`config.mk`:
```
export PLATFORM = sky130hd
export DESIGN_NAME = clk_step_ctrl
export DESIGN_NICKNAME = d
export VERILOG_FILES = /design/src/rtl/clk_step_ctrl.sv
export SDC_FILE = /design/constraint.sdc
export NUM_CORES = 1
export LEC_CHECK = 0
export CAP_MARGIN = 20
export CELL_PAD_IN_SITES_DETAIL_PLACEMENT = 1
export CELL_PAD_IN_SITES_GLOBAL_PLACEMENT = 2
export CORE_ASPECT_RATIO = 0.9
export CORE_UTILIZATION = 38
export CTS_CLUSTER_SIZE = 12
export DETAILED_ROUTE_END_ITERATION = 10
export GPL_TIMING_DRIVEN = 0
export PLACE_DENSITY = 0.78
export SYNTH_ARGS = -nofsm -noshare
export SYNTH_HDL_FRONTEND = slang
export SYNTH_SLANG_ARGS = --single-unit
export TNS_END_PERCENT = 1
```
`constraint.sdc`:
```
create_clock -name CLK_undiv -period 7.3 [get_ports CLK_undiv]
set_clock_uncertainty 0.2 [all_clocks]
set_input_delay 1.095 -clock CLK_undiv [delete_from_list [all_inputs] [get_ports CLK_undiv]]
set_output_delay 1.095 -clock CLK_undiv [all_outputs]
set_load 0.005 [all_outputs]
```
`src/rtl/clk_step_ctrl.sv`:
```
// clk_step_ctrl: processor clock controller for the Nexys4 top level.
// Generates a runtime-selectable divided clock with debounced pause/run and
// single-step buttons, a clock-enable strobe and a retired-cycle counter.
//
// Ports:
//   CLK_undiv    in   100 MHz board clock
//   RESET        in   asynchronous, active-high reset
//   BTN_PAUSE    in   raw pause/run toggle button (asynchronous)
//   BTN_STEP     in   raw single-step button (asynchronous)
//   DIV_SEL      in   half-period = 2^min(DIV_SEL, MAX_DIV_BITS) cycles
//   CLK_OUT      out  divided processor clock, registered
//   CLK_EN       out  1-cycle pulse in the first cycle CLK_OUT reads 1
//   MODE         out  00 RUN, 01 PAUSED, 10 STEP
//   CYCLE_COUNT  out  number of CLK_OUT rising edges, wraps
module clk_step_ctrl #(
   parameter int unsigned MAX_DIV_BITS    = 26,
   parameter int unsigned SEL_W           = 5,
   parameter int unsigned DEBOUNCE_CYCLES = 1_000_000,
   parameter int unsigned CNT_W           = 32,
   parameter bit          START_PAUSED    = 1'b0
) (
   input  logic             CLK_undiv,
   input  logic             RESET,
   input  logic             BTN_PAUSE,
   input  logic             BTN_STEP,
   input  logic [SEL_W-1:0] DIV_SEL,
   output logic             CLK_OUT,
   output logic             CLK_EN,
   output logic [1:0]       MODE,
   output logic [CNT_W-1:0] CYCLE_COUNT
);

   localparam int unsigned DW = $clog2(DEBOUNCE_CYCLES + 1);
   localparam logic [MAX_DIV_BITS-1:0] DivOnes = '1;

   typedef enum logic [1:0] {
      StRun    = 2'b00,
      StPaused = 2'b01,
      StStep   = 2'b10
   } mode_e;

   localparam mode_e ResetMode = START_PAUSED ? StPaused : StRun;

   // ---------------------------------------------------------------------
   // Button path: index 0 = pause, index 1 = step
   // ---------------------------------------------------------------------
   logic [1:0]         btn_raw;
   logic [1:0]         sync1_q, sync2_q, level_q, press_q;
   logic [1:0][DW-1:0] deb_cnt_q;
   logic               pause_press, step_press;

   assign btn_raw     = {BTN_STEP, BTN_PAUSE};
   assign pause_press = press_q[0];
   assign step_press  = press_q[1];

   always_ff @(posedge CLK_undiv or posedge RESET) begin
      if (RESET) begin
         sync1_q   <= '0;
         sync2_q   <= '0;
         level_q   <= '0;
         press_q   <= '0;
         deb_cnt_q <= '0;
      end else begin
         sync1_q <= btn_raw;
         sync2_q <= sync1_q;
         for (int i = 0; i < 2; i++) begin
            press_q[i] <= 1'b0;
            if (sync2_q[i] == level_q[i]) begin
               deb_cnt_q[i] <= '0;
            end else if (deb_cnt_q[i] == DW'(DEBOUNCE_CYCLES - 1)) begin
               // Enough consecutive differing samples: accept the new level.
               level_q[i]   <= sync2_q[i];
               deb_cnt_q[i] <= '0;
               press_q[i]   <= sync2_q[i];
            end else begin
               deb_cnt_q[i] <= deb_cnt_q[i] + 1'b1;
            end
         end
      end
   end

   // ---------------------------------------------------------------------
   // Divider: the half-period exponent is taken live while the counter is 0
   // (first cycle of a phase) and held from then on for the rest of the phase.
   // ---------------------------------------------------------------------
   logic [SEL_W-1:0]        sel_in, sel_q, sel_cur;
   logic [MAX_DIV_BITS-1:0] div_cnt_q, div_cnt_d, h_m1;
   logic                    terminal;

   always_comb begin
      sel_in   = (32'(DIV_SEL) > MAX_DIV_BITS) ? SEL_W'(MAX_DIV_BITS) : DIV_SEL;
      sel_cur  = (div_cnt_q == '0) ? sel_in : sel_q;
      h_m1     = DivOnes >> (32'(MAX_DIV_BITS) - 32'(sel_cur));
      terminal = (div_cnt_q == h_m1);
   end

   // ---------------------------------------------------------------------
   // Mode FSM and clock generation
   // ---------------------------------------------------------------------
   mode_e            mode_q, mode_d;
   logic             clk_q, clk_d, en_q, en_d, pend_q, pend_d;
   logic [CNT_W-1:0] count_q, count_d;

   always_ff @(posedge CLK_undiv or posedge RESET) begin
      if (RESET) begin
         mode_q    <= ResetMode;
         clk_q     <= 1'b0;
         en_q      <= 1'b0;
         pend_q    <= 1'b0;
         count_q   <= '0;
         div_cnt_q <= '0;
         sel_q     <= '0;
      end else begin
         mode_q    <= mode_d;
         clk_q     <= clk_d;
         en_q      <= en_d;
         pend_q    <= pend_d;
         count_q   <= count_d;
         div_cnt_q <= div_cnt_d;
         sel_q     <= sel_cur;
      end
   end

   always_comb begin
      mode_d    = mode_q;
      clk_d     = clk_q;
      en_d      = 1'b0;
      pend_d    = pend_q;
      count_d   = count_q;
      div_cnt_d = div_cnt_q;
      unique case (mode_q)
         StRun: begin
            if (pause_press) pend_d = 1'b1;
            if (terminal) begin
               div_cnt_d = '0;
               if (pend_q) begin
                  // Park low at a phase boundary so no runt high pulse escapes.
                  clk_d  = 1'b0;
                  pend_d = 1'b0;
                  mode_d = StPaused;
               end else begin
                  clk_d = ~clk_q;
                  if (!clk_q) begin
                     en_d    = 1'b1;
                     count_d = count_q + 1'b1;
                  end
               end
            end else begin
               div_cnt_d = div_cnt_q + 1'b1;
            end
         end
         StPaused: begin
            clk_d     = 1'b0;
            div_cnt_d = '0;
            pend_d    = 1'b0;
            if (pause_press) begin
               mode_d = StRun;
            end else if (step_press) begin
               mode_d  = StStep;
               clk_d   = 1'b1;
               en_d    = 1'b1;
               count_d = count_q + 1'b1;
            end
         end
         StStep: begin
            pend_d = 1'b0;
            if (terminal) begin
               clk_d     = 1'b0;
               div_cnt_d = '0;
               mode_d    = StPaused;
            end else begin
               div_cnt_d = div_cnt_q + 1'b1;
            end
         end
         default: begin
            mode_d    = StPaused;
            clk_d     = 1'b0;
            div_cnt_d = '0;
         end
      endcase
   end

   assign CLK_OUT     = clk_q;
   assign CLK_EN      = en_q;
   assign MODE        = mode_q;
   assign CYCLE_COUNT = count_q;

endmodule

```
-- Yosys cells after proc, flatten, opt, wreduce, memory -nomap -nowiden
Cells that the tools add are included.
- add/subtract/negate cells: 5
- multiply operators: 0
- divide/modulo/power cells: 0
- $lt $le $gt $ge: 1
- equal/unequal tests: 15
- shifts and indexed selects: 1
- mux-type cells: 38
- bitwise logic cells: 3
- reduce and logical (&&, ||, !) cells: 11
- operators with widths (kind ; number):
    32-bit two-way mux ; 5
    20-bit two-way mux ; 4
    32-bit one-hot mux with 2 select lines ; 1
    26-bit two-way mux ; 2
    20-bit by 1-bit adder with 20-bit output, second input constant ; 2
    20-bit equality test, second input constant ; 2
    32-bit by 1-bit adder with 32-bit output, second input constant ; 1
    26-bit by 32-bit >> shifter with 26-bit output, first input constant ; 1
    26-bit by 1-bit adder with 26-bit output, second input constant ; 1
    26-bit equality test ; 1
    26-bit zero test ; 1
    1-bit two-way mux ; 15
    2-bit inequality test, second input constant ; 7
    2-bit two-way mux ; 5
    5-bit two-way mux ; 2
    2-bit one-hot mux with 3 select lines ; 1
    2-bit AND reduction ; 3
    6-bit AND reduction ; 1
    5-bit by 5-bit subtractor with 6-bit output, first input constant ; 1
    5-bit > comparator, second input constant ; 1
    1-bit one-hot mux with 2 select lines ; 2
    4-bit AND reduction ; 1
    2-bit nonzero test ; 2
    2-bit OR reduction ; 2
    7 further kinds ; 10
- flip-flop bits (word level): 116
- latch bits: 0
- RAM bits: 0
- memory bits (read-only): 0
- output and inout bits: 36
- memories: 0

-- Logic depth before layout (Yosys ltp)
Gate-level depths: netlist of the first run.
- depth in word-level cells: 8
- depth in mapped cells: 23

-- Worst setup path before layout of the first run
No wires, ideal clock.
- path type: input to register
- start: in DIV_SEL[3]
- end: reg count_q[27] (netlist: CYCLE_COUNT[27])
- arrival time: 5.247 ns
- required time: 7.021 ns
- slack: 1.774 ns
- cell stages on the path: 19
- path buffers: 3
- path through: clkbuf_1 -> nand2_1 -> o21ai_0 -> o21a_1 -> inv_1 -> ha_1 -> clkbuf_1 -> nor2b_1 -> nand3_1 -> a2111oi_2 -> a21oi_1 -> and3_1 -> nor3_1 -> or4b_4 -> a2111oi_4 -> a31oi_2 -> buf_6 -> nor4_1 -> xor2_1
- word-level cells in the longest chain between the ends: 8
- ends and longest elaborated chain (what ; RTL line ; RTL):
    from (decl) ; 26 ; input logic [SEL_W-1:0] DIV_SEL,
    5-bit > comparator ; 91 ; sel_in = (32'(DIV_SEL) > MAX_DIV_BITS) ? SEL_W'(MAX_DIV_BITS) : DIV_SEL;
    5-bit two-way mux ; 91 ;
    5-bit two-way mux ; 92 ; sel_cur = (div_cnt_q == '0) ? sel_in : sel_q;
    via sel_cur[0] ; 86 ; logic [SEL_W-1:0] sel_in, sel_q, sel_cur;
    5-bit by 5-bit subtractor with 6-bit output ; 93 ; h_m1 = DivOnes >> (32'(MAX_DIV_BITS) - 32'(sel_cur));
    26-bit by 32-bit >> shifter with 26-bit output ; 93 ;
    26-bit equality test ; 94 ; terminal = (div_cnt_q == h_m1);
    2-bit inequality test (no source line) ; -- ;
    6-bit AND reduction (no source line) ; -- ;
    to (signal assigned) ; 118 ; count_q <= count_d;
    to (decl) ; 102 ; logic [CNT_W-1:0] count_q, count_d;
The timed path passes the listed nets, and every way through them passes these cells.
A chain may end at the register's enable or synchronous reset.

-- Final worst setup path of the first run
- start: in DIV_SEL[3]
- end: reg count_q[26] (netlist: CYCLE_COUNT[26])
Same word-level chain as after synthesis.

==> metrics, run 1 <==
outcome=finished, violations left; failing checks=DRC; FFs w/ async S/R, synth=between 90% and 100%; clock tree buffer depth=2; Syn Nets=903; Synth cell types=80; Rel. slew slack=31.1%; P&R area growth vs syn=17.7%; crit path capture type=flop; Total GRT Usage=approximately 25%; die area=0.0208 sq mm; DRT antenna net count=0; initial core utilization=slightly below 40%; largest net degree at the start of global routing=92; Req. time, crit path=approximately 7.4 ns; r2r startpoint=div_cnt_q[0]; Least-Margin Pin Slew=1.03 ns; DRT iter0 DRCs=roughly 460; Pins Over Slew Limit=0; Nets=965; IO Port Bufs=between 40 and 50; Avg Inst Size Synth=slightly below 9 sq um; Hold Path Class=flop to flop; row cnt=49; Worst-path clk slew=0.06 ns; # fillers=roughly 2300; highest clock rate=144 MHz; sequential cell area fraction in the yosys report=a little under two fifths; ys flop type=dfrtp_1; routed length per instance=21.1 um; placed cell count=1184; I/O Pins=45; insertion delay to the later sink of the worst-skew pair=0.42 ns; Die H=137 um; WP data arrival=7.10 ns; Total Wirelength=approximately 26000 um; startpoint class of the critical path=input pin; Num CTS Buffers=17; critical path peak fanout=10; DP HPWL=roughly 18000 um; vias in the first global route=7157; RSZ-0062 raised after global routing=false; Fin. Hold Viols=0; vias per cell=5.86; CTS tree=built; Inserted Diodes=0; clock sink total=116; H-tree Lvls=4; storage element area=0.00290 sq mm; PwrDens=between 300 and 400 mW/mm^2; CP Class=input pin to flop; commonest non-fill, non-tap cell in the layout=dfrtp_1; Ys Warns=0; fin cells=about 1200; Leak=around 0.0038 uW; post-route cell area=0.00906 sq mm; Post-synth EDFFs=0; Peak supply drop=140 uV; max-cap viol count=0; drt pass-1 iters=8; Remaining DRCs=4; reg2reg setup slack=0.61 ns; share of cells above drive strength 1=between 10% and 20%; initial antenna violation count=0; Post-DP Area=between 0.008 and 0.009 sq mm; Final min period=6.97 ns; Reg2Reg Capture Point=CYCLE_COUNT[26]; worst r2r path cells=22; Root Buffer=clkbuf_16; Post CTS Setup Buffer Count=0; Post-Synthesis Cell Area=0.00769 sq mm; worst setup path start=DIV_SEL[3]; final weighted congestion in routability-driven placement=0.922; Multi-input gate area=0.00448 sq mm; Final Setup Violations=0; Vias=around 7100; fin crit share=around 95%; most frequent cells in the layout=116 x dfrtp_1, 101 x nor2_1, 65 x xor2_1; Core Footprint=between 0.015 and 0.02 sq mm; Mapped Cells=884; Critical Path End=CYCLE_COUNT[26]; chip width=152 um; first-pass GRT wire length=40900 um; #FFs+latches synth=116; Util after Layout=between 40% and 50%; grt total ovfl=0
[critical path: stages]
cell and delay, ns:
clkdlybuf4s50_1 0.60, clkbuf_2 0.28, nand2_1 0.25, o21ai_0 0.36
o21a_1 0.36, inv_1 0.16, ha_2 0.43, nor2b_1 0.30
o21ai_0 0.42, and4_1 0.34, a21oi_1 0.14, o221ai_1 0.23
or4b_4 0.61, a2111oi_4 0.42, a31oi_2 0.24, clkbuf_1 0.34
nor3_1 0.31, xor2_1 0.19
[per-layer routing]
metal	wire (um)	share of wire [%]	up-vias	global-route usage (%)
met2	11600	45	177	39.7
met4	286	1.1	0	6.24
li1	-	-	3290	-
met1	12200	48	3616	34.9
met5	0	0	-	0
met3	1590	6.2	20	6.68
[worst min path at each step]
stage,startpoint,endpoint,cells past startpoint
after global placement,sync1_q[1],sync2_q[1],0
after detailed placement,sync1_q[1],sync2_q[1],0
final,sync1_q[0],sync2_q[0],0
after CTS,sync1_q[0],sync2_q[0],0
after floorplan,sync1_q[0],sync2_q[0],0
after global routing,sync1_q[0],sync2_q[0],0
[cells by family (layout without fill, tap and decap cells)]
logic type | after synthesis | count (layout) | share of synthesized area (%)
buf+inv | 77 | 151 | 4.28
mux | 14 | 14 | 1.92
simple gates | 397 | 397 | 28.5
fa+ha+maj | 10 | 10 | 1.63
flops | 116 | 116 | 37.7
xor+xnor | 94 | 94 | 10.7
compound gates | 176 | 176 | 15.3
[sequential cells by signal, indices dropped and copies added, names as in the netlist]
name,count
sel_q,5
press_q,2
MODE,2
CLK_OUT,1
sync1_q,2
level_q,2
sync2_q,2
deb_cnt_q,40
CYCLE_COUNT,32
CLK_EN,1
div_cnt_q,26
pend_q,1
[Yosys cell counts, types with 3 or more instances]
cell | n | area, sq um
nor3_1 | 38 | 190
nor4_4 | 6 | 128
buf_4 | 3 | 22.5
o31ai_1 | 4 | 30.0
o21ai_0 | 47 | 235
clkbuf_1 | 29 | 109
buf_2 | 17 | 85.1
o211a_1 | 3 | 30.0
and4_1 | 7 | 61.3
a211oi_1 | 10 | 75.1
or2_2 | 4 | 25.0
mux2_2 | 6 | 67.6
xnor2_1 | 29 | 254
nand3_1 | 55 | 275
ha_1 | 10 | 125
nand2b_1 | 12 | 75.1
a21oi_1 | 41 | 205
nor2_1 | 102 | 383
inv_1 | 22 | 82.6
nor4b_1 | 3 | 26.3
a31oi_1 | 10 | 62.6
xor2_1 | 65 | 569
and3_1 | 28 | 175
o22ai_1 | 3 | 18.8
a22oi_1 | 5 | 37.5
o211ai_1 | 8 | 60.1
buf_1 | 3 | 11.3
o21ai_1 | 4 | 20.0
nand4_1 | 15 | 93.8
nand2_1 | 60 | 225
nor4_2 | 5 | 62.6
and2_1 | 4 | 25.0
o221ai_1 | 3 | 26.3
mux2i_1 | 8 | 80.1
nor4_1 | 12 | 75.1
dfrtp_1 | 116 | 2900
nor2b_1 | 12 | 75.1
or3_1 | 12 | 75.1
o21a_1 | 7 | 52.6
nor3b_1 | 4 | 30.0
[power breakdown]
group / internal (uW) / switching, uW
registers: 680 / 42.2
clock network: 501 / 323
logic: 398 / 861
[timing repair]
action,4_1_cts,5_1_grt
hold buffers,0,0
resized for setup,3,10
endpoints found under the setup margin,61,61
[area by class of cell]
type,count,area share (%)
Multi-Input combinational cell,691,49.4
Sequential cell,116,32.0
Timing Repair Buffer,45,5.11
Clock buffer,19,4.78
Tap cell,255,3.52
Buffer,51,2.64
Clock inverter,12,1.46
Inverter,24,1.05
[stage by stage]
step	TNS [ns]	power (uW)	setup slack (ns)	hold WS, ns
floorplan	0	1530	1.77	0.131
global placement	-41.14	1930	-0.837	0.134
detailed placement	-42.17	1940	-0.870	0.136
CTS	0	2790	0.0102	0.151
global route	0	2940	0.0164	0.151
finish	0	2810	0.334	0.147
(Power assumes the default switching activity.)
==> inputs of run 2 (changes only) <==
Settings changed: CORE_UTILIZATION 38 to 41, PLACE_DENSITY 0.78 to 0.84, TNS_END_PERCENT 1 to default.
Clock period 7.3 ns to 8.9 ns, I/O delays scaled along.
==> metrics, run 2 (synthesis results as in run 1) <==
# fillers=2155; setup TNS=0 ns; P&R area growth vs syn=18.1%; Nets=967; hold depth=0; first-pass GRT wire length=41000 um; initial core utilization=about two fifths; highest clock rate=~120 MHz; clock tree buffer depth=2; Leak=approximately 0.0038 uW; DP HPWL=18400 um; Inserted Diodes=0; Top delay family on crit path=buffers and inverters; startpoint class of the critical path=input pin; Power Total=2340 uW; max reg flops=40; Req. time, crit path=between 9 and 10 ns; final weighted congestion in routability-driven placement=0.921; Root Buffer=clkbuf_16; H-tree Lvls=4; post-cts hold buffer count=0; commonest non-fill, non-tap cell in the layout=dfrtp_1; sw frac=42.7%; Post CTS Setup Buffer Count=0; row cnt=47; vias in the first global route=7434; Worst Path Buf+Inv=7; DRT antenna net count=0; routed length per instance=20.7 um; Multi-input gate area=0.00446 sq mm; post-route cell area=~0.009 sq mm; Least-Margin Pin Slew=0.899 ns; Vias=7091; IO Port Bufs=43; Num CTS Buffers=17; CTS tree=built; slowest stage delay, CP=~0.60 ns; CP Class=input pin to flop; Core Footprint=0.0184 sq mm; DRT iter0 DRCs=382; RSZ-0062 raised after global routing=false; sequential power share=25.3%; grt met1 use=36.8%; Comb power frac=43.7%; crit path cell chain=clkdlybuf4s50_1, clkbuf_1, inv_1, nor2_1, a21oi_1, o21ai_0, ha_1, buf_1, buf_1, buf_1, o21ai_0, mux2i_1, xnor2_1, o211ai_1, nand4b_1, a2111oi_2, a31oi_2, clkbuf_1, nor3_1, xor2_1; Post-CTS Resized=0; initial antenna violation count=1; vias per cell=5.88; die area=0.0193 sq mm; max-cap viol count=0; Total GRT Usage=27.0%; storage element area=0.00290 sq mm; GR Layer Usage met2=42.1%; P_sw=997 uW; largest net degree at the start of global routing=100; I/O Pins=45; Final Setup Violations=0; critical path peak fanout=10; fin crit share=92.0%; Peak supply drop=146 uV; Post-DP Area=0.00847 sq mm; Hold Path Class=flop to flop; Rel. slew slack=39.7%; chip width=between 100 and 150 um; WP data arrival=8.33 ns; PwrDens=257 mW/mm^2; Die H=132 um; met3 usage=between 6 and 7%; Stages on worst setup path=20; crit path capture type=flop; Crit-path slowest cell=buf_1; internal power=1340 uW; worst r2r path cells=19; Worst-path clk slew=0.06 ns; drt pass-1 iters=5; Most common cell on crit path=buf_1; insertion delay to the later sink of the worst-skew pair=between 0.4 and 0.5 ns; Worst Hold Slack=0.146 ns; Total Wirelength=25000 um; Pins Over Slew Limit=0; most frequent cells in the layout=116 x dfrtp_1, 102 x nor2_1, 65 x xor2_1; clock sink total=116; share of cells above drive strength 1=under 10%; Util after Layout=49.4%; Remaining DRCs=0; Fin. Hold Viols=0; Final min period=roughly 8.2 ns; busiest layer in global routing=met2; outcome=finished clean; grt total ovfl=0; Biggest register=deb_cnt_q; Clk pwr share=31.0%
[run 2: path summary, 6_finish.rpt]
check	endpoint	start	slack, ns
hold reg to reg	sync2_q[1]	sync1_q[1]	0.15
max in group asynchronous	div_cnt_q[14]	RESET	6.73
setup reg to reg	CYCLE_COUNT[21]	div_cnt_q[13]	1.66
setup / recovery	CYCLE_COUNT[21]	DIV_SEL[4]	0.71
hold / removal	sync2_q[1]	sync1_q[1]	0.15
min in group asynchronous	deb_cnt_q[23]	RESET	1.02
[run 2: cell type report]
type                            instances  share of cell area, %
Sequential cell                       116                   31.9
Multi-Input combinational cell        691                   49.1
Tap cell                              245                   3.37
Buffer                                 53                   2.63
Clock buffer                           20                   5.14
Clock inverter                         11                   1.65
Timing Repair Buffer                   45                   5.10
Inverter                               24                   1.05
[run 2: routing by layer]
metal	share of wire [%]	wire length, um
met3	6.4	1600
met5	0	0
met4	1.8	444
met2	46	11400
met1	46	11600
[run 2: stage by stage]
| stage | cells | worst slack [ns] |
|---|---|---|
| 6_report | 1205 | 0.708 |
| 5_1_grt | 1205 | 0.286 |
| 4_1_cts | 1205 | 1.02 |
| 3_5_place_dp | 1174 | 0.603 |
| 3_3_place_gp | 1172 | 0.561 |
| 2_1_floorplan | 884 | 3.13 |
[run 2: power groups by stage]
| stage | clock network (uW) | logic [uW] | registers, uW |
|---|---|---|---|
| after floorplan | 0 | 664 | 594 |
| final | 724 | 1020 | 592 |
| after global placement | 0 | 973 | 597 |
| after global routing | 756 | 1100 | 597 |
| after CTS | 738 | 994 | 592 |
| after detailed placement | 0 | 984 | 601 |
[run 2: worst register-to-register path, delay by kind of cell (launching register included)]
family	cells	cell delay, ns
buf+inv	5	2.35
compound gates	5	1.67
simple gates	5	1.52
flops	1	0.53
xor+xnor	2	0.31
mux	1	0.29
fa+ha+maj	1	0.28
